### config.mk
export PLATFORM = sky130hd
export DESIGN_NAME = h264_core_transform
export DESIGN_NICKNAME = d
export VERILOG_FILES = /design/src/rtl/h264_tx_pkg.sv /design/src/rtl/h264_tx_butterfly.sv /design/src/rtl/h264_core_transform.sv
export SDC_FILE = /design/constraint.sdc
export NUM_CORES = 1
export LEC_CHECK = 0
export ABC_CLOCK_PERIOD_IN_PS = 19430
export BUFFER_PORTS_ARGS = -buffer_cell sky130_fd_sc_hd__clkbuf_2
export CORE_ASPECT_RATIO = 1.25
export CORE_UTILIZATION = 65
export CTS_BUF_LIST = sky130_fd_sc_hd__clkbuf_8 sky130_fd_sc_hd__clkbuf_16
export DETAILED_ROUTE_END_ITERATION = 12
export HOLD_SLACK_MARGIN = 0.12
export PLACE_DENSITY = 0.87
export SLEW_MARGIN = 20
export SYNTH_ARGS = -nofsm -noshare
export SYNTH_HDL_FRONTEND = slang
export SYNTH_SLANG_ARGS = --single-unit
### constraint.sdc
create_clock -name CLK -period 19.43 [get_ports CLK]
set_input_delay 1.943 -clock CLK [delete_from_list [all_inputs] [get_ports CLK]]
set_output_delay 1.943 -clock CLK [all_outputs]
set_load 0.03 [all_outputs]
### src/rtl/h264_tx_pkg.sv
// Shared widths, storage types, zig-zag scan and column-pass helper for the
// 4x4 forward core transform.
package h264_tx_pkg;

  localparam int IN_W  = 9;
  localparam int ROW_W = 12;
  localparam int OUT_W = 16;

  typedef logic signed [ROW_W-1:0] rv_t;
  typedef rv_t  [3:0] row_t;
  typedef row_t [3:0] blk_t;

  typedef enum logic {S_IDLE, S_STREAM} ostate_e;

  // ZZ[p] = raster index of scan position p (listed from p=15 down to p=0)
  localparam logic [15:0][3:0] ZZ = {
    4'd15, 4'd14, 4'd11, 4'd7, 4'd10, 4'd13, 4'd12, 4'd9,
    4'd6,  4'd3,  4'd2,  4'd5, 4'd8,  4'd4,  4'd1,  4'd0
  };

  // Output i of the column butterfly over column values r0..r3.
  function automatic logic [OUT_W-1:0] col_coef(input rv_t r0, input rv_t r1,
                                                input rv_t r2, input rv_t r3,
                                                input logic [1:0] i);
    logic signed [OUT_W-1:0] a, b, c, d;
    a = OUT_W'(r0);
    b = OUT_W'(r1);
    c = OUT_W'(r2);
    d = OUT_W'(r3);
    case (i)
      2'd0:    return a + b + c + d;
      2'd1:    return (a <<< 1) + b - c - (d <<< 1);
      2'd2:    return a - b - c + d;
      default: return a - (b <<< 1) + (c <<< 1) - d;
    endcase
  endfunction

endpackage

### src/rtl/h264_tx_butterfly.sv
// Combinational 4-point forward butterfly; mode_i=0 emits all four outputs,
// mode_i=1 emits only output sel_i in lane 0.
module h264_tx_butterfly #(
  parameter int W_I = 9,
  parameter int W_O = 12
) (
  input  logic [3:0][W_I-1:0] a_i,
  input  logic                mode_i,
  input  logic [1:0]          sel_i,
  output logic [3:0][W_O-1:0] y_o
);

  logic signed [W_O-1:0] x [4];
  logic signed [W_O-1:0] r [4];
  logic signed [W_O-1:0] s03, d03, s12, d12;

  always_comb begin
    for (int k = 0; k < 4; k++) x[k] = W_O'($signed(a_i[k]));
    s03  = x[0] + x[3];
    d03  = x[0] - x[3];
    s12  = x[1] + x[2];
    d12  = x[1] - x[2];
    r[0] = s03 + s12;
    r[1] = (d03 <<< 1) + d12;
    r[2] = s03 - s12;
    r[3] = d03 - (d12 <<< 1);
    y_o  = '0;
    if (mode_i) y_o[0] = r[sel_i];
    else for (int k = 0; k < 4; k++) y_o[k] = r[k];
  end

endmodule

### src/rtl/h264_core_transform.sv
// 4x4 forward core transform: row pass on capture into a double-banked block
// store, column pass on readout, coefficients streamed in zig-zag order.
module h264_core_transform
  import h264_tx_pkg::*;
(
  input  logic              CLK,
  input  logic              RST,
  input  logic              STROBEI,
  input  logic [4*IN_W-1:0] DATAI,
  output logic              READYO,
  output logic              VALIDO,
  input  logic              OREADY,
  output logic [OUT_W-1:0]  COEFO,
  output logic [3:0]        IDXO,
  output logic              LASTO
);

  row_t             row_new;
  blk_t             bank_q [2];
  logic [1:0]       full_q, full_d;
  logic             wr_q, wr_d, rd_q, rd_d;
  logic [1:0]       rowcnt_q, rowcnt_d;
  ostate_e          state_q, state_d;
  logic [OUT_W-1:0] coef_q, coef_d;
  logic [3:0]       idx_q, idx_d;
  logic             last_q, last_d;
  logic             cap, rel, load, nb;
  logic [3:0]       np, z;

  h264_tx_butterfly #(.W_I(IN_W), .W_O(ROW_W)) u_row (
    .a_i    (DATAI),
    .mode_i (1'b0),
    .sel_i  (2'd0),
    .y_o    (row_new)
  );

  assign READYO = !full_q[wr_q];
  assign VALIDO = (state_q == S_STREAM);
  assign COEFO  = coef_q;
  assign IDXO   = idx_q;
  assign LASTO  = last_q;

  always_comb begin
    cap      = STROBEI && READYO;
    full_d   = full_q;
    wr_d     = wr_q;
    rowcnt_d = rowcnt_q;
    state_d  = state_q;
    rd_d     = rd_q;
    coef_d   = coef_q;
    idx_d    = idx_q;
    last_d   = last_q;
    rel      = 1'b0;
    load     = 1'b0;
    nb       = rd_q;
    np       = '0;

    if (cap) begin
      rowcnt_d = rowcnt_q + 2'd1;
      if (rowcnt_q == 2'd3) begin
        full_d[wr_q] = 1'b1;
        wr_d         = ~wr_q;
      end
    end

    case (state_q)
      S_IDLE: begin
        if (full_q[rd_q]) begin
          load    = 1'b1;
          state_d = S_STREAM;
        end
      end
      S_STREAM: begin
        if (OREADY) begin
          if (idx_q == 4'd15) begin
            rel  = 1'b1;
            rd_d = ~rd_q;
            // Other bank already complete: start it on the next cycle, no bubble
            if (full_q[~rd_q]) begin
              load = 1'b1;
              nb   = ~rd_q;
            end else begin
              state_d = S_IDLE;
              coef_d  = '0;
              idx_d   = '0;
              last_d  = 1'b0;
            end
          end else begin
            load = 1'b1;
            np   = idx_q + 4'd1;
          end
        end
      end
      default: state_d = S_IDLE;
    endcase

    if (rel) full_d[rd_q] = 1'b0;

    z = ZZ[np];
    if (load) begin
      coef_d = col_coef(bank_q[nb][0][z[1:0]], bank_q[nb][1][z[1:0]],
                        bank_q[nb][2][z[1:0]], bank_q[nb][3][z[1:0]], z[3:2]);
      idx_d  = np;
      last_d = (np == 4'd15);
    end
  end

  always_ff @(posedge CLK or posedge RST) begin
    if (RST) begin
      full_q   <= '0;
      wr_q     <= 1'b0;
      rd_q     <= 1'b0;
      rowcnt_q <= '0;
      state_q  <= S_IDLE;
      coef_q   <= '0;
      idx_q    <= '0;
      last_q   <= 1'b0;
    end else begin
      full_q   <= full_d;
      wr_q     <= wr_d;
      rd_q     <= rd_d;
      rowcnt_q <= rowcnt_d;
      state_q  <= state_d;
      coef_q   <= coef_d;
      idx_q    <= idx_d;
      last_q   <= last_d;
    end
  end

  // Bank contents are only meaningful once full, so they need no reset.
  always_ff @(posedge CLK) begin
    if (cap) bank_q[wr_q][rowcnt_q] <= row_new;
  end

endmodule
==> run_results.csv, run 1 <==
group,metric,value,unit
critical_path,cp-end-kind,"flip-flop",
timing,setup_violations,0,
floorplanning,core-area,36300,µm²
clocking,clkTransAtPathRegs,0.07,ns
global_routing,grt_max_degree,68,
critical_path,critical_path.max_fanout,67,
layout,nets,2149,
timing,slew_violations,0,
clocking,cts_setup_buffers,0,
critical_path,cp_slowest_cell,"buf_4",
floorplanning,start_util,0.660,
hold_path,hold_depth,2,
hold_path,hold_path.class,"reg -> reg",
critical_path,critPathTopFamily,"compound AO/OA/AOI/OAI gates",
yosys,synth_cell_types,70,
global_routing,busiest_layer,"met2",
routing,firstDrtPassIters,5,
layout,n_antenna_cell,0,
outcome,outcome,"finished, final reports clean",
placed_design,dp_hpwl,36600,µm
floorplanning,rows,78,
clocking,htree_levels,2,
timing,period_needed,9.20,ns
clocking,ctsHoldBuffers,0,
critical_path,start_kind,"input port",
global_routing,grt_use_met3,0.0337,
timing,hold_violations,0,
critical_path,required,19.89,ns
yosys,avgSynthCellArea,13.4,µm²
timing,final.setup_skew,0.0108,ns
clocking,tritoncts,"yes",
timing,fin_setup_tns,0,ns
clocking,cts_root_buf,"clkbuf_16",
global_routing,grt_usage,0.303,
timing,post-route-period-util,0.474,
critical_path,cp_slowest_stage_delay,0.87,ns
global_routing,globalRouteOverflowTotal,0,
yosys,synth_nets,2084,
layout,syn2layout_area_growth,8.86,%
yosys,seq_area_frac_synth,0.501,
routing,drtIter0Drc,1434,
routing,antenna_left,0,
global_routing,grt_pass1_wl,86800,µm
critical_path,arrival,9.66,ns
timing,clock.fmax,109,MHz
routing,drc,0,
floorplanning,die_x,174,µm
yosys,ys_seq_elements,404,
routing,wire_per_inst,23.5,µm
critical_path,reg2regPathDepth,27,
critical_path,r2r_slack,10.71,ns
global_routing,first_global_vias,15694,
yosys,synth-async-reset-ratio,0.0693,
floorplanning,num_io_pins,63,
timing,slew_headroom,0.266,
floorplanning,die_h,217,µm
critical_path,path_depth,27,
yosys,synth_ff_type,"edfxtp_1",
placed_design,portBuffers,62,
clocking,clockBufferDepth,3,
clocking,cts_buffers,36,
global_routing,use_met1,0.385,
placed_design,gp_congestion,0.883,
critical_path,critPathBufInv,5,
yosys,synthCells,1788,
timing,rsz0062_at_grt,"no",
routing,vias,14947,
run,maxCapViolations,0,
timing,tightest_slew,1.07,ns
clocking,cts.repair.resized,0,
routing,drt_wl_total,55500,µm
global_routing,antenna_found_initial,0,
floorplanning,dieArea,37600,µm²
critical_path,crit_type,"in -> reg",
yosys,synth_area,24000,µm²
timing,finalHoldWorstSlack,0.479,ns
layout,drive_gt1_frac,0.140,
yosys,yosys_warnings,0,
layout,n_fill_cell,2283,
yosys,synth_edf_count,376,
routing,viasPerCell,6.33,
global_routing,use_met2,0.539,
clocking,cts_sinks,404,
clocking,worstSkewPairLatency,0.54,ns
final timing paths:
path                           from         to
setup / recovery             OREADY  COEFO[14]
hold / removal             COEFO[3]   COEFO[3]
setup reg to reg            IDXO[0]  COEFO[14]
hold reg to reg            COEFO[3]   COEFO[3]
max in group asynchronous       RST  COEFO[10]
min in group asynchronous       RST     VALIDO
stage by stage:
stage	utilization	instances	instance area, µm²	worst slack, ns
floorplan	-	1788	24000	11.08
global placement	0.684	2295	24800	10.01
detailed placement	0.684	2295	24800	9.85
CTS	0.718	2360	26100	10.31
global route	0.718	2360	26100	9.56
finish	0.718	2360	26100	10.23
tightest hold or removal path, cell delays in order, from the launching register on:
cell	delay (ns)
dfrtp_1	0.34
nand2_1	0.04
o21ai_0	0.06
area by class of cell:
| cell class | count | area, µm² | area share |
|---|---|---|---|
| Clock buffer | 36 | 901 | 0.0346 |
| Clock inverter | 29 | 333 | 0.0128 |
| Inverter | 257 | 965 | 0.0370 |
| Multi-Input combinational cell | 1075 | 10800 | 0.416 |
| Sequential cell | 404 | 12000 | 0.460 |
| Tap cell | 480 | 601 | 0.0230 |
| Timing Repair Buffer | 79 | 438 | 0.0168 |
synthesized netlist by cell type (all sizes together), types with 4 or more instances:
cell | number | area share
nor2 | 76 | 0.012
nand3b | 5 | 0.0016
a2111oi | 5 | 0.0021
o221ai | 5 | 0.0018
and3 | 5 | 0.0013
or3 | 6 | 0.0016
mux2 | 9 | 0.0042
xor2 | 48 | 0.018
nand2 | 72 | 0.011
dfrtp | 28 | 0.029
clkbuf | 32 | 0.0050
o211ai | 9 | 0.0028
mux2i | 47 | 0.020
fa | 100 | 0.084
inv | 257 | 0.040
a21oi | 95 | 0.020
o21a | 14 | 0.0047
ha | 156 | 0.081
a21boi | 4 | 0.0013
edfxtp | 376 | 0.47
buf | 20 | 0.0042
o21bai | 27 | 0.0085
o21ai | 50 | 0.011
a21o | 32 | 0.010
xnor2 | 62 | 0.023
nand2b | 15 | 0.0039
a22o | 8 | 0.0029
nor3b | 4 | 0.0013
nand3 | 20 | 0.0042
a31oi | 5 | 0.0013
nor2b | 12 | 0.0031
o31ai | 4 | 0.0018
mux4 | 90 | 0.085
a211oi | 10 | 0.0033
nor3 | 30 | 0.0063
and2 | 5 | 0.0013
a22oi | 5 | 0.0016
routing by layer:
| layer | routed length [µm] | up-vias |
|---|---|---|
| met5 | 0 | - |
| met4 | 1760 | 0 |
| met3 | 4060 | 133 |
| li1 | - | 6579 |
| met1 | 20800 | 7460 |
| met2 | 28800 | 775 |
cell families after synthesis:
kind of cell,count (synthesis),synth area share
DFF,404,0.501
buffers and inverters,309,0.0495
AOI/OAI and AO/OA,300,0.0835
and+or+nand+nor,263,0.0525
adders and majority gates,256,0.165
muxes,146,0.109
xor gates and xnor gates,110,0.0402
registers in the layout (all words and copies together) (netlist names):
| register | count |
|---|---|
| VALIDO | 1 |
| rowcnt_q | 2 |
| IDXO | 4 |
| wr_q | 1 |
| bank_q | 376 |
| COEFO | 16 |
| rd_q | 1 |
| full_q | 2 |
| LASTO | 1 |
cells in the final DEF, fill, tap and decap left out, types with 5 or more instances in the layout:
cell,instances
a211oi_1,9
a21o_1,31
a21oi_1,95
a22o_1,8
a22oi_1,5
a31oi_1,5
and2_1,5
and3_1,5
buf_4,17
bufinv_16,6
clkbuf_16,36
clkbuf_2,62
clkinv_1,8
dfrtp_1,28
edfxtp_1,376
fa_1,100
ha_1,156
inv_1,257
mux2_2,9
mux2i_1,47
mux4_2,90
nand2_1,72
nand2b_1,15
nand3_1,20
nand3b_1,5
nor2_1,71
nor2_4,5
nor2b_1,12
nor3_1,26
o211ai_1,9
o21a_1,12
o21ai_0,47
o21bai_1,27
o221ai_1,5
or3_1,6
xnor2_1,62
xor2_1,48
Power of run 1 is not shown: default switching activity piles up to over one toggle a cycle in this logic, so the estimate is an artifact.
==> run 2, diff against run 1 <==
- ABC_CLOCK_PERIOD_IN_PS: 19430 -> 8200
- CORE_UTILIZATION: 65 -> 58
- PLACE_DENSITY: 0.87 -> 0.82
- clock period: 19.43 -> 8.2 ns (I/O delays scaled with it)
==> run 2 against run 1 <==
  * Sequential cell count did not move
  * Wire length fell by 4.3%
  * Global-route usage decreased by 4.1 points
  * Clock-buffer cell count grew 2
  * Critical path depth decreased by 4
  * Critical endpoint unchanged
  * Worst hold slack worse by 0.15 ns
  * Register-to-register slack got worse by 10 ns
  * Final area up 1.1%
  * Core utilization is 6.6 points lower
==> run_results.csv, run 2 (synthesis results as in run 1) <==
group,metric,value,unit
critical_path,r2r_slack,0.47,ns
layout,largest_reg_flops,376,
global_routing,grt_pass1_wl,84400,µm
timing,post-route-period-util,0.943,
clocking,clkTransAtPathRegs,0.06,ns
critical_path,arrival,8.15,ns
placed_design,gp_congestion,0.919,
routing,wire_per_inst,21.6,µm
timing,fin_setup_tns,0,ns
clocking,worstSkewPairLatency,0.55,ns
critical_path,required,8.62,ns
critical_path,cp_slowest_cell,"nor4_4",
layout,syn2layout_area_growth,10.1,%
global_routing,grt_max_degree,51,
clocking,cts_sinks,404,
routing,vias,14742,
critical_path,critPathBufInv,4,
timing,period_needed,7.73,ns
global_routing,grt_usage,0.262,
placed_design,dp_hpwl,36200,µm
clocking,htree_levels,2,
critical_path,cp_slowest_stage_delay,0.63,ns
floorplanning,core-area,40400,µm²
clocking,tritoncts,"yes",
layout,n_fill_cell,2857,
routing,wl_met2,27700,µm
critical_path,crit_path_end,"COEFO[14]",
layout,top_register,"bank_q",
routing,viasPerCell,5.99,
run,maxCapViolations,0,
timing,rsz0062_at_grt,"no",
layout,final_cell_mix,"edfxtp_1, inv_1, ha_1",
global_routing,antenna_found_initial,0,
global_routing,globalRouteOverflowTotal,0,
timing,slew_headroom,0.199,
critical_path,critPathTopFamily,"simple AND/OR/NAND/NOR gates",
timing,slew_violations,0,
routing,firstDrtPassIters,5,
critical_path,reg2regPathDepth,23,
hold_path,hold_path.class,"in -> async",
critical_path,reg2reg_from,"IDXO[0]",
routing,wl_met3,3220,µm
critical_path,path_cells,"ha_1 -> and3_1 -> nor4_4 -> a211oi_2 -> nor2_4 -> buf_4 -> buf_4 -> mux4_2 -> mux2i_1 -> inv_1 -> fa_1 -> fa_1 -> inv_1 -> ha_1 -> a21oi_1 -> nor3b_1 -> a211oi_1 -> o21a_1 -> nor2_1 -> o211ai_1 -> xor2_1 -> o21ai_0 -> o21ai_0",
timing,layout_setup_ws,0.471,ns
routing,drc,0,
critical_path,timing.rr.end,"COEFO[14]",
critical_path,path_depth,23,
routing,antenna_left,0,
floorplanning,rows,82,
routing,drt_wl_total,53100,µm
timing,hold_violations,0,
critical_path,cp-startpoint,"IDXO[0]",
timing,finalHoldWorstSlack,0.330,ns
critical_path,critical_path.max_fanout,31,
placed_design,dp_slack,0.199,ns
clocking,clockBufferDepth,3,
layout,stdcell_count,2460,
clocking,cts_root_buf,"clkbuf_16",
critical_path,start_kind,"flip-flop",
clocking,cts_buffers,37,
routing,wl_met1,20500,µm
timing,tightest_slew,1.19,ns
floorplanning,die_x,184,µm
timing,final.setup_skew,0.0119,ns
floorplanning,num_io_pins,63,
routing,drtIter0Drc,1366,
critical_path,cp-end-kind,"flip-flop",
floorplanning,dieArea,42100,µm²
placed_design,place_inst,2387,
floorplanning,start_util,0.592,
layout,drive_gt1_frac,0.153,
timing,setup_violations,0,
placed_design,portBuffers,62,
routing,top_layer,"met4",
outcome,outcome,"finished, final reports clean",
layout,n_antenna_cell,0,
clocking,ctsHoldBuffers,0,
layout,final_common_cell,"edfxtp_1",
layout,nets,2182,
floorplanning,die_h,229,µm
critical_path,crit_type,"reg -> reg",
timing,clock.fmax,129,MHz
global_routing,first_global_vias,15502,
==> run 2: cell count changes in the layout (fill, tap and decap cells not counted), moves of 2 or more <==
cell,previous run,this run
buf_4,17,47
inv_1,257,266
bufinv_16,6,2
clkinv_1,8,5
clkbuf_16,36,38
inv_6,4,2
==> run 2: per-stage QoR <==
stage                     instance area (µm²)   util
after detailed placement                25100  0.622
after CTS                               26300  0.651
after global routing                    26400  0.652
after floorplan                         24000      -
after global placement                  25100  0.622
final                                   26400  0.652
==> run 2: worst min-delay path by stage <==
stage	to	slack, ns	depth (start not counted)
floorplan	rowcnt_q[0]	0.50	1
global placement	COEFO[9]	0.47	2
detailed placement	COEFO[11]	0.47	2
CTS	COEFO[0]	0.33	3
global route	IDXO[0]	0.39	3
finish	IDXO[3]	0.33	3
==> run 2: final cells by class <==
| cell class | count | area, µm² | area share |
|---|---|---|---|
| tap | 546 | 683 | 0.0259 |
| clock inverter | 29 | 239 | 0.00906 |
| inverter | 257 | 965 | 0.0366 |
| clock buffer | 38 | 951 | 0.0361 |
| multi-input combinational | 1076 | 10900 | 0.412 |
| timing repair buffer | 110 | 683 | 0.0259 |
| sequential | 404 | 12000 | 0.455 |
==> run 2: timing repair <==
action / in CTS / in global routing
resized for setup: 0 / 1
setup buffers: 0 / 5
setup endpoints to repair: 0 / 7
==> run 2: layer usage <==
| metal | up-vias | GRT usage |
|---|---|---|
| met1 | 7386 | 0.329 |
| li1 | 6650 | - |
| met4 | 0 | 0.0964 |
| met3 | 117 | 0.0302 |
| met5 | - | 0 |
| met2 | 589 | 0.466 |
==> run 2: worst register-to-register path, stage by stage (launching register included) <==
cell and delay, ns:
dfrtp_1 0.47, ha_1 0.30, and3_1 0.33, nor4_4 0.64, a211oi_2 0.22, nor2_4 0.44
buf_4 0.51, buf_4 0.48, mux4_2 0.39, mux2i_1 0.37, inv_1 0.18, fa_1 0.49
fa_1 0.51, inv_1 0.05, ha_1 0.32, a21oi_1 0.44, nor3b_1 0.35, a211oi_1 0.12
o21a_1 0.19, nor2_1 0.21, o211ai_1 0.15, xor2_1 0.17, o21ai_0 0.17, o21ai_0 0.12
Power of run 2 is left out for the same reason.
==> run 3, diff against run 2 <==
- BUFFER_PORTS_ARGS: -buffer_cell sky130_fd_sc_hd__clkbuf_2 -> -buffer_cell sky130_fd_sc_hd__buf_2
- SLEW_MARGIN: 20 -> default
==> run 3 against run 2 <==
  * Worst hold slack improved by 0.023 ns
  * Core utilization decreased by 0.13 points
  * Wire length increased by 0.81%
  * Fmax increased by 0.89%
  * Critical endpoint unchanged
  * Largest cell class unchanged
==> run_results.csv, run 3 (synthesis results as in run 1) <==
group,metric,value,unit
timing,post-route-period-util,0.934,
hold_path,hold_path.class,"in -> async",
critical_path,reg2regPathDepth,25,
floorplanning,core-area,40400,µm²
floorplanning,die_h,229,µm
timing,slew_headroom,0.180,
floorplanning,num_io_pins,63,
placed_design,place_inst,2383,
layout,postLayoutCoreUtil,0.651,
critical_path,required,8.64,ns
global_routing,antenna_found_initial,0,
layout,top_register,"bank_q",
run,maxCapViolations,0,
critical_path,cp-end-kind,"flip-flop",
routing,drtIter0Drc,1240,
global_routing,grt_max_degree,48,
clocking,clockBufferDepth,3,
clocking,cts_root_buf,"clkbuf_16",
critical_path,cp_slowest_cell,"a2111oi_1",
timing,period_needed,7.66,ns
timing,final.setup_skew,0.0161,ns
timing,slew_violations,0,
floorplanning,die_x,184,µm
placed_design,portBuffers,62,
routing,antenna_left,0,
layout,largest_reg_flops,376,
clocking,htree_levels,2,
timing,setup_violations,0,
routing,viasPerCell,5.98,
layout,nets,2173,
layout,syn2layout_area_growth,9.87,%
routing,wire_per_inst,21.8,µm
timing,clock.fmax,131,MHz
critical_path,start_kind,"flip-flop",
layout,drive_gt1_frac,0.151,
global_routing,grt_usage,0.262,
routing,drc,0,
global_routing,first_global_vias,15495,
routing,vias,14668,
timing,fin_setup_tns,0,ns
layout,n_antenna_cell,0,
clocking,cts_setup_buffers,0,
layout,n_fill_cell,2849,
global_routing,grt_pass1_wl,84200,µm
layout,final_cell_mix,"edfxtp_1, inv_1, ha_1",
floorplanning,dieArea,42100,µm²
floorplanning,start_util,0.592,
critical_path,arrival,8.11,ns
outcome,outcome,"finished, final reports clean",
critical_path,cp_slowest_stage_delay,0.57,ns
timing,hold_violations,0,
critical_path,crit_type,"reg -> reg",
layout,final_common_cell,"edfxtp_1",
critical_path,critical_path.max_fanout,12,
placed_design,dp_hpwl,35900,µm
floorplanning,rows,82,
layout,stdcell_count,2451,
clocking,tritoncts,"yes",
routing,firstDrtPassIters,6,
placed_design,gp_congestion,0.906,
clocking,worstSkewPairLatency,0.54,ns
clocking,cts_sinks,404,
clocking,clkTransAtPathRegs,0.07,ns
clocking,cts_buffers,37,
timing,tightest_slew,1.22,ns
global_routing,globalRouteOverflowTotal,0,
routing,drt_wl_total,53500,µm
==> run 3: changes by cell type in the layout (fill, tap and decap cells not counted), sizes merged <==
| cell | previous run | this run |
|---|---|---|
| clkinvlp | 4 | 1 |
| clkinv | 10 | 14 |
| clkbuf | 100 | 37 |
| buf | 48 | 101 |
| inv | 270 | 267 |
| bufinv | 2 | 5 |
==> run 3: per-stage QoR <==
step           hold slack (ns)  instance area (µm²)  worst slack (ns)
3_5_place_dp             0.472                25100             0.504
2_1_floorplan            0.498                24000             0.965
3_3_place_gp             0.465                25100             0.693
6_report                 0.353                26300             0.539
4_1_cts                  0.362                26300             0.353
5_1_grt                  0.399                26300         -0.000647
==> run 3: repair_timing <==
item,in CTS,in global routing
hold buffers,0,0
setup endpoints to repair,0,4
resized for setup,0,3
hold endpoints to repair,0,0
==> run 3: metal layers <==
| layer | GRT usage | up-vias | wire (µm) |
|---|---|---|---|
| li1 | - | 6616 | - |
| met1 | 0.329 | 7296 | 20600 |
| met2 | 0.469 | 641 | 28100 |
| met3 | 0.0299 | 115 | 3390 |
| met4 | 0.0906 | 0 | 1440 |
| met5 | 0 | - | 0 |
==> run 3: final timing paths <==
kind | startpoint | end | slack (ns)
max | IDXO[0] | COEFO[14] | 0.54
min | RST | IDXO[0] | 0.35
max reg2reg | IDXO[0] | COEFO[14] | 0.54
min reg2reg | COEFO[11] | COEFO[11] | 0.48
max in group asynchronous | RST | COEFO[13] | 7.55
min in group CLK | COEFO[11] | COEFO[11] | 0.48
==> run 3: critical path, delay by kind of cell (launching register included) <==
family	cells	cell delay, ns
flops	1	0.47
simple gates	3	1.05
compound gates	12	3.11
mux	1	0.37
fa+ha+maj	6	2.16
buf+inv	3	0.39
==> run 3: layout make-up <==
class,instances,area (µm²),area share
clock buffers,37,926,0.0352
inverters,257,965,0.0367
flip-flops and latches,404,12000,0.456
multi-input cells,1076,10900,0.413
clock inverters,30,289,0.0110
repair buffers,101,603,0.0229
well taps,546,683,0.0260
Power of run 3 is left out for the same reason.
